[src/rtl/pipeline_hazard_controller_pkg.sv]
// Shared types for the fetch/decode hazard controller.
//   ctrl_state_e : controller FSM states
//   reg_idx_t    : 4-bit architectural register index
//   load_use_hit : true when the ID instruction reads the register a load in EX writes
package pipeline_ctrl_pkg;

  typedef enum logic [1:0] {
    RUN        = 2'd0,
    LOAD_STALL = 2'd1,
    BR_FLUSH   = 2'd2,
    MEM_WAIT   = 2'd3
  } ctrl_state_e;

  typedef logic [3:0] reg_idx_t;

  function automatic logic load_use_hit(
    input logic     mem_read,
    input reg_idx_t dest,
    input reg_idx_t src_a,
    input logic     use_a,
    input reg_idx_t src_b,
    input logic     use_b
  );
    return mem_read & ((use_a & (src_a == dest)) | (use_b & (src_b == dest)));
  endfunction

endpackage

[src/rtl/pipeline_hazard_controller_if.sv]
// Hazard information from the pipeline and the control signals returned to it.
//   master : pipeline side, drives hazard inputs and consumes the enables/flushes
//   slave  : controller side, consumes hazard inputs and drives the enables/flushes
interface pipeline_hazard_controller_if;
  import pipeline_ctrl_pkg::*;

  logic     memBusy;
  logic     branchTaken_EX;
  logic     memRead_EX;
  reg_idx_t destReg_EX;
  reg_idx_t srcRegA_ID;
  reg_idx_t srcRegB_ID;
  logic     useA_ID;
  logic     useB_ID;
  logic     pcWriteEnable;
  logic     ifidWriteEnable;
  logic     ifidFlush;
  logic     idexFlush;

  modport master (
    output memBusy, branchTaken_EX, memRead_EX, destReg_EX,
           srcRegA_ID, srcRegB_ID, useA_ID, useB_ID,
    input  pcWriteEnable, ifidWriteEnable, ifidFlush, idexFlush
  );

  modport slave (
    input  memBusy, branchTaken_EX, memRead_EX, destReg_EX,
           srcRegA_ID, srcRegB_ID, useA_ID, useB_ID,
    output pcWriteEnable, ifidWriteEnable, ifidFlush, idexFlush
  );
endinterface

[src/rtl/pipeline_hazard_controller_sat_counter.sv]
// Saturating up-counter used for the stall/flush statistics.
//   clk, reset (sync, active-low), inc : count one event this cycle
//   count : current value, sticks at all-ones
module sat_counter #(
  parameter int W = 16
) (
  input  logic         clk,
  input  logic         reset,
  input  logic         inc,
  output logic [W-1:0] count
);

  always_ff @(posedge clk) begin
    if (!reset) begin
      count <= '0;
    end else if (inc && (count != {W{1'b1}})) begin
      count <= count + W'(1);
    end
  end

endmodule

[src/rtl/pipeline_hazard_controller.sv]
// Front-end hazard controller: decides PC / IF/ID advance, hold or flush and
// ID/EX bubble injection. Priority: reset > memBusy > branch > load-use.
//   clk, reset (sync, active-low)
//   hz         : hazard inputs and control outputs (slave modport)
//   stallCount : cycles with ifidWriteEnable=0, saturating
//   flushCount : taken-branch events, saturating
module pipeline_hazard_controller
  import pipeline_ctrl_pkg::*;
#(
  parameter int FLUSH_CYCLES    = 1,
  parameter int LOAD_USE_CYCLES = 1,
  parameter int CNT_W           = 16
) (
  input  logic                 clk,
  input  logic                 reset,
  pipeline_hazard_controller_if.slave hz,
  output logic [CNT_W-1:0]     stallCount,
  output logic [CNT_W-1:0]     flushCount
);

  localparam int MAX_CYC = (FLUSH_CYCLES > LOAD_USE_CYCLES) ? FLUSH_CYCLES : LOAD_USE_CYCLES;
  localparam int RW      = $clog2(MAX_CYC) + 1;

  ctrl_state_e   state, next_state;
  ctrl_state_e   saved_state, next_saved;
  ctrl_state_e   eff_state;
  logic [RW-1:0] remain, next_remain;
  logic          load_use;
  logic          pc_we, ifid_we, ifid_fl, idex_fl;
  logic          flush_inc, stall_inc;

  assign load_use = load_use_hit(hz.memRead_EX, hz.destReg_EX, hz.srcRegA_ID,
                                 hz.useA_ID, hz.srcRegB_ID, hz.useB_ID);

  // A freeze resumes the interrupted state's behaviour in the same cycle it ends.
  assign eff_state = (state == MEM_WAIT) ? saved_state : state;

  always_comb begin
    pc_we       = 1'b1;
    ifid_we     = 1'b1;
    ifid_fl     = 1'b0;
    idex_fl     = 1'b0;
    flush_inc   = 1'b0;
    next_state  = state;
    next_saved  = saved_state;
    next_remain = remain;

    if (!reset) begin
      pc_we   = 1'b0;
      ifid_we = 1'b0;
      ifid_fl = 1'b1;
      idex_fl = 1'b1;
    end else if (hz.memBusy) begin
      pc_we      = 1'b0;
      ifid_we    = 1'b0;
      next_state = MEM_WAIT;
      if (state != MEM_WAIT) next_saved = state;
    end else begin
      case (eff_state)
        BR_FLUSH: begin
          // EX holds a bubble here, so branchTaken_EX is not looked at.
          ifid_fl     = 1'b1;
          idex_fl     = 1'b1;
          next_remain = remain - RW'(1);
          next_state  = (remain <= RW'(1)) ? RUN : BR_FLUSH;
        end
        default: begin
          if (hz.branchTaken_EX) begin
            // Also aborts any pending load stall.
            ifid_fl     = 1'b1;
            idex_fl     = 1'b1;
            flush_inc   = 1'b1;
            next_state  = (FLUSH_CYCLES > 1) ? BR_FLUSH : RUN;
            next_remain = (FLUSH_CYCLES > 1) ? RW'(FLUSH_CYCLES - 1) : '0;
          end else if (eff_state == LOAD_STALL) begin
            pc_we       = 1'b0;
            ifid_we     = 1'b0;
            idex_fl     = 1'b1;
            next_remain = remain - RW'(1);
            next_state  = (remain <= RW'(1)) ? RUN : LOAD_STALL;
          end else if (load_use) begin
            pc_we       = 1'b0;
            ifid_we     = 1'b0;
            idex_fl     = 1'b1;
            next_state  = (LOAD_USE_CYCLES > 1) ? LOAD_STALL : RUN;
            next_remain = (LOAD_USE_CYCLES > 1) ? RW'(LOAD_USE_CYCLES - 1) : '0;
          end else begin
            next_state = RUN;
          end
        end
      endcase
    end
  end

  always_ff @(posedge clk) begin
    if (!reset) begin
      state       <= RUN;
      saved_state <= RUN;
      remain      <= '0;
    end else begin
      state       <= next_state;
      saved_state <= next_saved;
      remain      <= next_remain;
    end
  end

  assign stall_inc = ~ifid_we;

  assign hz.pcWriteEnable   = pc_we;
  assign hz.ifidWriteEnable = ifid_we;
  assign hz.ifidFlush       = ifid_fl;
  assign hz.idexFlush       = idex_fl;

  sat_counter #(.W(CNT_W)) u_stall_cnt (
    .clk   (clk),
    .reset (reset),
    .inc   (stall_inc),
    .count (stallCount)
  );

  sat_counter #(.W(CNT_W)) u_flush_cnt (
    .clk   (clk),
    .reset (reset),
    .inc   (flush_inc),
    .count (flushCount)
  );

endmodule

[src/flat_wrapper.sv]
// flat-port wrapper written by rule: the top's interface ports become plain ports
module pipeline_hazard_controller_flat import pipeline_ctrl_pkg::*;
#(
  parameter int FLUSH_CYCLES    = 1,
  parameter int LOAD_USE_CYCLES = 1,
  parameter int CNT_W           = 16
)
  (clk, reset, stallCount, flushCount, hz_memBusy, hz_branchTaken_EX, hz_memRead_EX, hz_destReg_EX, hz_srcRegA_ID, hz_srcRegB_ID, hz_useA_ID, hz_useB_ID, hz_pcWriteEnable, hz_ifidWriteEnable, hz_ifidFlush, hz_idexFlush);
  pipeline_hazard_controller_if hz_i ();
  input  logic clk;
  input  logic reset;
  output logic [CNT_W-1:0] stallCount;
  output logic [CNT_W-1:0] flushCount;
  input wire logic [$bits(hz_i.memBusy)-1:0] hz_memBusy;
  input wire logic [$bits(hz_i.branchTaken_EX)-1:0] hz_branchTaken_EX;
  input wire logic [$bits(hz_i.memRead_EX)-1:0] hz_memRead_EX;
  input wire logic [$bits(hz_i.destReg_EX)-1:0] hz_destReg_EX;
  input wire logic [$bits(hz_i.srcRegA_ID)-1:0] hz_srcRegA_ID;
  input wire logic [$bits(hz_i.srcRegB_ID)-1:0] hz_srcRegB_ID;
  input wire logic [$bits(hz_i.useA_ID)-1:0] hz_useA_ID;
  input wire logic [$bits(hz_i.useB_ID)-1:0] hz_useB_ID;
  output wire logic [$bits(hz_i.pcWriteEnable)-1:0] hz_pcWriteEnable;
  output wire logic [$bits(hz_i.ifidWriteEnable)-1:0] hz_ifidWriteEnable;
  output wire logic [$bits(hz_i.ifidFlush)-1:0] hz_ifidFlush;
  output wire logic [$bits(hz_i.idexFlush)-1:0] hz_idexFlush;
  assign hz_i.memBusy = hz_memBusy;
  assign hz_i.branchTaken_EX = hz_branchTaken_EX;
  assign hz_i.memRead_EX = hz_memRead_EX;
  assign hz_i.destReg_EX = hz_destReg_EX;
  assign hz_i.srcRegA_ID = hz_srcRegA_ID;
  assign hz_i.srcRegB_ID = hz_srcRegB_ID;
  assign hz_i.useA_ID = hz_useA_ID;
  assign hz_i.useB_ID = hz_useB_ID;
  assign hz_pcWriteEnable = hz_i.pcWriteEnable;
  assign hz_ifidWriteEnable = hz_i.ifidWriteEnable;
  assign hz_ifidFlush = hz_i.ifidFlush;
  assign hz_idexFlush = hz_i.idexFlush;
  pipeline_hazard_controller #(.FLUSH_CYCLES(FLUSH_CYCLES), .LOAD_USE_CYCLES(LOAD_USE_CYCLES), .CNT_W(CNT_W)) u_core (.clk(clk), .reset(reset), .hz(hz_i), .stallCount(stallCount), .flushCount(flushCount));
endmodule
[config.mk]
export PLATFORM = sky130hd
export DESIGN_NAME = pipeline_hazard_controller_flat
export DESIGN_NICKNAME = d
export VERILOG_FILES = /design/src/rtl/pipeline_hazard_controller_pkg.sv /design/src/rtl/pipeline_hazard_controller_if.sv /design/src/rtl/pipeline_hazard_controller_sat_counter.sv /design/src/rtl/pipeline_hazard_controller.sv /design/src/flat_wrapper.sv
export SDC_FILE = /design/constraint.sdc
export NUM_CORES = 1
export LEC_CHECK = 0
export BUFFER_PORTS_ARGS = -buffer_cell sky130_fd_sc_hd__buf_4
export CORE_UTILIZATION = 51
export DETAILED_ROUTE_END_ITERATION = 10
export PLACE_DENSITY = 0.79
export SKIP_LAST_GASP = 1
export SLEW_MARGIN = 5
export SYNTH_ARGS = -nofsm -noshare
export SYNTH_HDL_FRONTEND = slang
export SYNTH_HIERARCHICAL = 1
export SYNTH_SLANG_ARGS = --single-unit
[constraint.sdc]
create_clock -name clk -period 1.86 [get_ports clk]
set_input_delay 0 -clock clk [delete_from_list [all_inputs] [get_ports clk]]
set_output_delay 0 -clock clk [all_outputs]
set_load 0.05 [all_outputs]
* Word-level counts from Yosys, hierarchy flattened
Index checks and enable logic that the tools add are counted.
** Storage, ports and cells
- Output and inout bits :: 36
- Logic and storage cells :: 58
- Input bits :: 19
- Register bits after elaboration :: 37
** Cells by class
- Bitwise logic cells :: 6
- Mux-type cells :: 30
- $add $sub $neg :: 3
- Eq/ne operators :: 8
- Order comparisons :: 1
- Reductions and logical operators :: 5
** Operator list (number)
- 16-bit by 1-bit adder with 16-bit output, second input constant :: 2
- 16-bit != test, second input constant :: 2
- 1-bit two-way mux :: 24
- 2-bit two-way mux :: 6
- 4-bit == test :: 2
- 2-bit == test, second input constant :: 2
- 2-bit AND reduction :: 2
- 4-bit nonzero test :: 1
- 1-bit bitwise AND :: 3
- 2-bit by 1-bit == test with 1-bit output, second input constant :: 1
- 1-bit logical AND :: 2
- 2-bit != test, second input constant :: 1
- 1-bit NOT :: 2
- 1-bit <= comparator, second input constant :: 1
- 1-bit OR :: 1
- 1-bit subtractor, second input constant :: 1

* Depth between registers and ports, before layout
Gate-level depths: netlist of run 1.
- Word-level depth :: 12
- Mapped depth :: 8
- Mapped depth without buffers :: 8

* Cells and area by module
Netlist of run 1, hierarchy kept.
** Modules (own cells, without submodules)
- sat_counter :: cells each 97, seq. area each 320.3 sq um, times used 2, area an instance 837.1 sq um
- pipeline_hazard_controller :: cells each 22, seq. area each 0.0 sq um, times used 1, area an instance 168.9 sq um

* Worst setup path before layout of run 1
No wires, ideal clock.
- Path kind :: reg-to-reg
- Start :: register u_core.u_stall_cnt.count[0]
- End :: register u_core.u_stall_cnt.count[15]
- Arrival :: 1816 ps
- Setup time :: 129 ps
- Path slack :: -85 ps
- Path buffers :: 1
- Clock period less this slack :: 1945 ps
- Cell stages (with the launch flop) :: 7
- Required time :: 1731 ps
- Cell sequence :: dfxtp_1 ha_1 nand3_1 nor4_2 buf_4 nor4_1 mux2i_1
** Between the ends
- Word-level cells in the longest chain between the ends :: 2
- Elaborated cells on any way between the ends :: 3
- Those cells by class :: 1 x add/sub; 1 x eq/ne; 1 x reduce/logical
** Ends and longest elaborated chain
- start, declared :: line pipeline_hazard_controller_sat_counter.sv:10 : output logic [W-1:0] count
- start signal, assigned :: line pipeline_hazard_controller_sat_counter.sv:17 : count <= count + W'(1);
- branches (longest 2 deep; another with 16-bit by 1-bit adder with 16-bit output)
Several ways; the timed one is not identified.
A chain may end at the register's enable or synchronous reset.

* Final worst setup path of run 1
- Start :: register u_core.u_stall_cnt.count[0]
- End :: register u_core.u_stall_cnt.count[9]
Same word-level chain as after synthesis.

==> impl_metrics.yaml, run 1 <==
yosys:
  synth_cell_type_count: 39
  yosysWarnings: 6
  ys.flop_type: "dfxtp_1"
  netlist_instances: 216
  synth_top_area_cell: "dfxtp_1"
  netlist_top_cells_area: "dfxtp_1 (35%), a21oi_1 (4.9%), nand2_1 (4.3%)"
  synth_nets: 237
  synth_most_common_cell: "dfxtp_1"
  ys_seq_area_share_pct: 34.76
  yosys.area.top_type_share_pct: 34.76
  syn_area_sq_um: 1843
  synth_edf_count: 0
  synth-seq-cells: 32
  synth_common_cells: "dfxtp_1 (32), nand2_1 (21), a21oi_1 (18)"
  async_flop_share_pct: 0
  avgSynthCellArea_sq_um: 8.532
power_and_ir_drop:
  p_clk_share_pct: 37.8
  intPower_mw: 1.043
  ir_drop_mv: 0.3731
  pwr-share-seq_pct: 50.2
  swShare_pct: 25.28
  p_total_mw: 1.396
  p_per_area_nw_per_um2: 571.1
  leakage_nw: 0.9457
  combPwrFrac_pct: 12.0
  p_switching_mw: 0.3529
worst_setup_path:
  reg2reg_from: "u_core/u_stall_cnt/count[0]$_SDFFE_PN0P_"
  critPathLaunch: "u_core/u_stall_cnt/count[0]$_SDFFE_PN0P_"
  endpoint_kind: "register"
  required_ps: 2130
  slowest_delay_ps: 500
  start_kind: "register"
  crit_family: "simple AND/OR/NAND/NOR gates"
  cp_slowest_cell: "or4_1"
  crit_arrival_ps: 1950
  critPathBufInv: 1
  worstSetupPathType: "register to register"
  cp_max_fo: 13
  crit_path_cell_trace: "ha_1 -> nand3_1 -> nor4_2 -> buf_4 -> or4_1 -> a21oi_1"
global_routing:
  grt_pass1_wl_microns: 7445
  antenna_found_initial: 0
  grt_usage_pct: 23.89
  grt-ovfl-total: 0
  grt_start_max_net_pins: 14
  grt_pass1_vias: 1699
cts:
  cts_buffer_depth: 2
  clkTransAtPathRegs_ps: 100
  htree_levels: 2
  clkLatencyLatePin_ps: 340
  clkSinkCount: 32
  clk_root_buffer_cell: "clkbuf_4"
  cts_inserted_buffers: 5
  ctsResizeCount: 0
  cts_setup_buffers: 0
  hold_buffers: 0
  cts_tree: "done"
run_status:
  status: "finished, final reports clean"
detailed_routing:
  post_drt_wl_per_cell_microns: 13.43
  viasPerCell: 5.743
  initialDrtViolationCount: 150
  ant_nets: 0
  wirelength_microns: 4393
  vias: 1878
  drcViolationCount: 0
  first_pass_iters: 4
timing:
  fin_worst_skew_ps: 6.655
  worstMarginPinSlew_ps: 532.1
  drv_slew: 0
  setup_viol_count_final: 0
  period_share_pct: 90.42
  slew-limit-headroom_pct: 64.07
  finalHoldViolations: 0
  fmax_mhz: 594.6
  rsz0062_at_grt: "no"
  fin_hold_ws_ps: 83.23
  period_needed_ps: 1682
run:
  drv_cap: 0
min_path:
  min_from: "reset"
  holdCritPathClass: "input pin to register"
placement:
  placed_cells: 319
  gp_congestion: 0.8681
  placed_cell_area_sq_um: 2367
  numPortBuffers: 54
  place_hpwl_microns: 3240
final_layout:
  layout-drive-gt1-share_pct: 36.65
  post-route-util_pct: 72.09
  fin_area_sq_um: 2444
  nets: 301
  antennaDiodeCount: 0
  stdcell_count: 327
  area_growth_pct: 32.59
die:
  die_h_microns: 62.12
  rows: 21
  coreArea_sq_um: 3390
  fp.dieArea_sq_um: 3858
  die_w_microns: 62.12
  initial_utilization_pct: 54.37
  ios: 55
-- layout make-up --
cell class,count,area [sq um]
Clock buffer,6,41.29
Clock inverter,2,35.03
Fill cell,290,945.9
Inverter,9,33.78
Multi-Input combinational cell,170,1139
Sequential cell,32,671.9
Tap cell,46,57.56
Timing Repair Buffer,62,465.4
-- worst paths after layout --
check                                         endpoint  slack [ps]  depth (start not counted)
max           u_core/u_stall_cnt/count[9]$_SDFFE_PN0P_         180                          6
max reg2reg   u_core/u_stall_cnt/count[9]$_SDFFE_PN0P_         180                          6
min reg2reg  u_core/u_stall_cnt/count[15]$_SDFFE_PN0P_         500                          2
min          u_core/u_stall_cnt/count[10]$_SDFFE_PN0P_          80                          3
-- power by group through the flow --
| stage | sequential, mW | combinational, mW | clock [mW] |
|---|---|---|---|
| detailed placement | 0.717 | 0.168 | 0 |
| global route | 0.702 | 0.179 | 0.568 |
| CTS | 0.701 | 0.168 | 0.545 |
| finish | 0.701 | 0.167 | 0.528 |
| global placement | 0.717 | 0.164 | 0 |
| floorplan | 0.738 | 0.0756 | 0 |
-- metrics by stage --
| stage | setup TNS (ps) | setup slack, ps |
|---|---|---|
| 3_3_place_gp | -2.584 | -1.586 |
| 5_1_grt | 0 | 73.26 |
| 4_1_cts | 0 | 191.6 |
| 3_5_place_dp | -208.4 | -60.62 |
| 2_1_floorplan | -7.010 | -7.010 |
| 6_report | 0 | 178.2 |
-- cells by family (layout without fill, tap and decap cells) --
family	count (synthesis)	in the layout	synth area share (%)
AND/OR/NAND/NOR	101	101	34.28
AO/OA/AOI/OAI	49	49	17.18
flip-flops	32	32	34.76
buffers and inverters	14	79	3.462
XOR/XNOR	12	12	5.703
multiplexers	6	6	3.259
adder cells (fa/ha/maj)	2	2	1.358
-- tightest hold or removal path: cells and delay by family --
kind / cells / cell delay (ps)
buffers and inverters: 2 / 280
AOI/OAI and AO/OA: 1 / 110
-- state kept, by name (all words and copies together) (netlist names) --
register                  cells
u_core/u_flush_cnt/count     16
u_core/u_stall_cnt/count     16
-- placed cells by master (no fill, tap or decap), types with 6 or more instances in the layout --
cell type	netlist	routed
mux2i_1	6	6
nand4_1	6	6
or4_1	10	10
nand3_1	12	12
o31ai_1	10	10
nand2_1	21	21
o21ai_0	8	8
inv_1	9	9
dfxtp_1	32	7
nor2_1	10	10
xor2_1	8	8
a21oi_1	18	18
dfxtp_2	0	25
nor4_1	6	6
buf_4	3	62
and4_1	6	6
-- per-layer routing --
metal / track usage, % / share of wire [%]
met5: 0 / 0
met4: 8.721 / 1.1
met3: 4.963 / 4.3
met2: 42.72 / 50
met1: 27.93 / 44
Power figures use the tool's default switching activity.
==> run 2: changes to the inputs <==
- CAP_MARGIN: unset -> 25
- CORE_UTILIZATION: 51 -> 50
- PLACE_DENSITY: 0.79 -> 0.78
- SYNTH_HIERARCHICAL: 1 -> unset
==> impl_metrics.yaml, run 2 <==
yosys:
  synth_cell_type_count: 40
  yosys.area.top_type_share_pct: 36.60
  synth-seq-cells: 32
  synth_most_common_cell: "dfxtp_1"
  avgSynthCellArea_sq_um: 8.539
  synth_nets: 226
  netlist_top_cells_area: "dfxtp_1 (37%), xnor2_1 (7.0%), a21boi_1 (6.0%)"
  syn_area_sq_um: 1750
  netlist_instances: 205
  yosysWarnings: 0
  async_flop_share_pct: 0
  ys_seq_area_share_pct: 36.60
  ys.flop_type: "dfxtp_1"
  synth_top_area_cell: "dfxtp_1"
  synth_common_cells: "dfxtp_1 (32), nand2_1 (24), o21ai_0 (16)"
  synth_edf_count: 0
timing:
  slew-limit-headroom_pct: 74.46
  worst_slack_ps: 15.40
  setup_viol_count_final: 0
  worstMarginPinSlew_ps: 382.0
  period_share_pct: 99.17
  drv_slew: 0
  fin_worst_skew_ps: 5.094
  rsz0062_at_grt: "yes"
  fmax_mhz: 542.1
  finalHoldViolations: 0
  period_needed_ps: 1845
  fin_setup_tns_ps: 0
die:
  initial_utilization_pct: 52.46
  coreArea_sq_um: 3337
  fp.dieArea_sq_um: 3742
  die_w_microns: 61.17
  ios: 55
  rows: 21
  die_h_microns: 61.17
worst_setup_path:
  endpoint_kind: "register"
  cp_max_fo: 5
  required_ps: 2140
  crit_arrival_ps: 2120
  start_kind: "register"
  worstSetupPathType: "register to register"
global_routing:
  grt_pass1_wl_microns: 6072
  grt-ovfl-total: 0
  grt_usage_pct: 22.11
  grt_start_max_net_pins: 39
  grt_pass1_vias: 1396
  antenna_found_initial: 0
final_layout:
  area_growth_pct: 36.67
  layout-drive-gt1-share_pct: 41.35
  layout_commonest_cell: "buf_4"
  post-route-util_pct: 71.69
  stdcell_count: 312
  antennaDiodeCount: 0
  top_regs: "u_core.u_flush_cnt.count: 16 flops, u_core.u_stall_cnt.count: 16 flops"
  nets: 286
  mostFrequentLayoutCells: "buf_4 (60), nand2_1 (24), dfxtp_2 (21), o21ai_0 (16), xnor2_1 (14)"
detailed_routing:
  wirelength_microns: 4016
  vias: 1705
  ant_nets: 0
  drcViolationCount: 0
  viasPerCell: 5.465
  post_drt_wl_per_cell_microns: 12.87
  first_pass_iters: 4
  initialDrtViolationCount: 59
placement:
  place_hpwl_microns: 2816
  pre_cts_ws_ps: 18.13
  gp_congestion: 0.7946
  numPortBuffers: 54
  placed_cells: 303
cts:
  cts_inserted_buffers: 5
  clkLatencyLatePin_ps: 340
  cts_buffer_depth: 2
  htree_levels: 2
  clkTransAtPathRegs_ps: 100
  clk_root_buffer_cell: "clkbuf_4"
  cts_tree: "done"
  hold_buffers: 0
  clkSinkCount: 32
min_path:
  holdCritPathClass: "input pin to register"
power_and_ir_drop:
  p_per_area_nw_per_um2: 599.5
  leakage_nw: 0.9540
  p_total_mw: 1.434
  ir_drop_mv: 0.4273
run_status:
  status: "finished, final reports clean"
run:
  drv_cap: 0
-- run 2: cell types whose count changed in the layout (fill, tap and decap cells not counted), sizes merged, moves of 6 or more --
cell    before  now
a21boi       0   14
a21oi       18    0
and2         2   10
nor4         8    0
o21ai       10   16
o31ai       10    3
or4         10    3
xnor2        4   14
xor2         8    2
-- run 2: cell type report --
type / count / area (sq um)
Clock buffer: 6 / 41.29
Clock inverter: 2 / 35.03
Fill cell: 297 / 944.7
Inverter: 5 / 18.77
Multi-Input combinational cell: 161 / 1104
Sequential cell: 32 / 685.7
Tap cell: 46 / 57.56
Timing Repair Buffer: 60 / 450.4
-- run 2: cells by family after synthesis --
| logic type | count (synthesis) | share of synthesized area [%] |
|---|---|---|
| and+or+nand+nor | 95 | 31.59 |
| AOI/OAI and AO/OA | 44 | 17.16 |
| DFF | 32 | 36.60 |
| xor gates and xnor gates | 16 | 8.006 |
| buffers and inverters | 12 | 2.931 |
| muxes | 4 | 2.287 |
| adders and majority gates | 2 | 1.429 |
-- run 2: worst max-delay path: stages (launching register included) --
cell and delay (ps):
dfxtp_4 380, ha_4 170, and3_4 180, nand4_1 110, or4b_4 490, or3_1 320
a21boi_1 140
-- run 2: routing by layer --
layer / wire (microns) / GRT usage [%] / vias up
met5: 0 / 0 / -
met3: 217 / 6.513 / 6
met1: 1803 / 28.89 / 776
met2: 1937 / 34.78 / 54
li1: - / - / 869
met4: 58 / 7.792 / 0
-- run 2: repair_timing --
action	CTS	global route
buffers inserted	1	0
resized for setup	0	6
pin swaps	0	2
endpoints found under the setup margin	2	10
-- run 2: per-stage QoR --
| step | hold WS (ps) | instance area [sq um] |
|---|---|---|
| 5_1_grt | 201.9 | 2392 |
| 4_1_cts | 172.4 | 2360 |
| 3_5_place_dp | 406.7 | 2276 |
| 6_report | 173.0 | 2392 |
| 2_1_floorplan | 286.1 | 1808 |
| 3_3_place_gp | 409.2 | 2276 |
-- run 2: where the power goes --
group / total [mW] / internal, mW / switching (mW) / leakage, nW
registers: 0.705 / 0.690 / 0.0144 / 0.273
clock network: 0.521 / 0.282 / 0.240 / 0.0422
logic: 0.209 / 0.0896 / 0.119 / 0.639
-- run 2: worst paths after layout --
check	from	end	slack, ps	depth (start not counted)
setup / recovery	u_core.u_flush_cnt.count[1]$_SDFFE_PN0P_	u_core.u_flush_cnt.count[13]$_SDFFE_PN0P_	20	6
hold / removal	hz_branchTaken_EX	u_core.u_flush_cnt.count[1]$_SDFFE_PN0P_	170	5
setup reg to reg	u_core.u_flush_cnt.count[1]$_SDFFE_PN0P_	u_core.u_flush_cnt.count[13]$_SDFFE_PN0P_	20	6
hold reg to reg	u_core.u_stall_cnt.count[15]$_SDFFE_PN0P_	u_core.u_stall_cnt.count[15]$_SDFFE_PN0P_	480	2
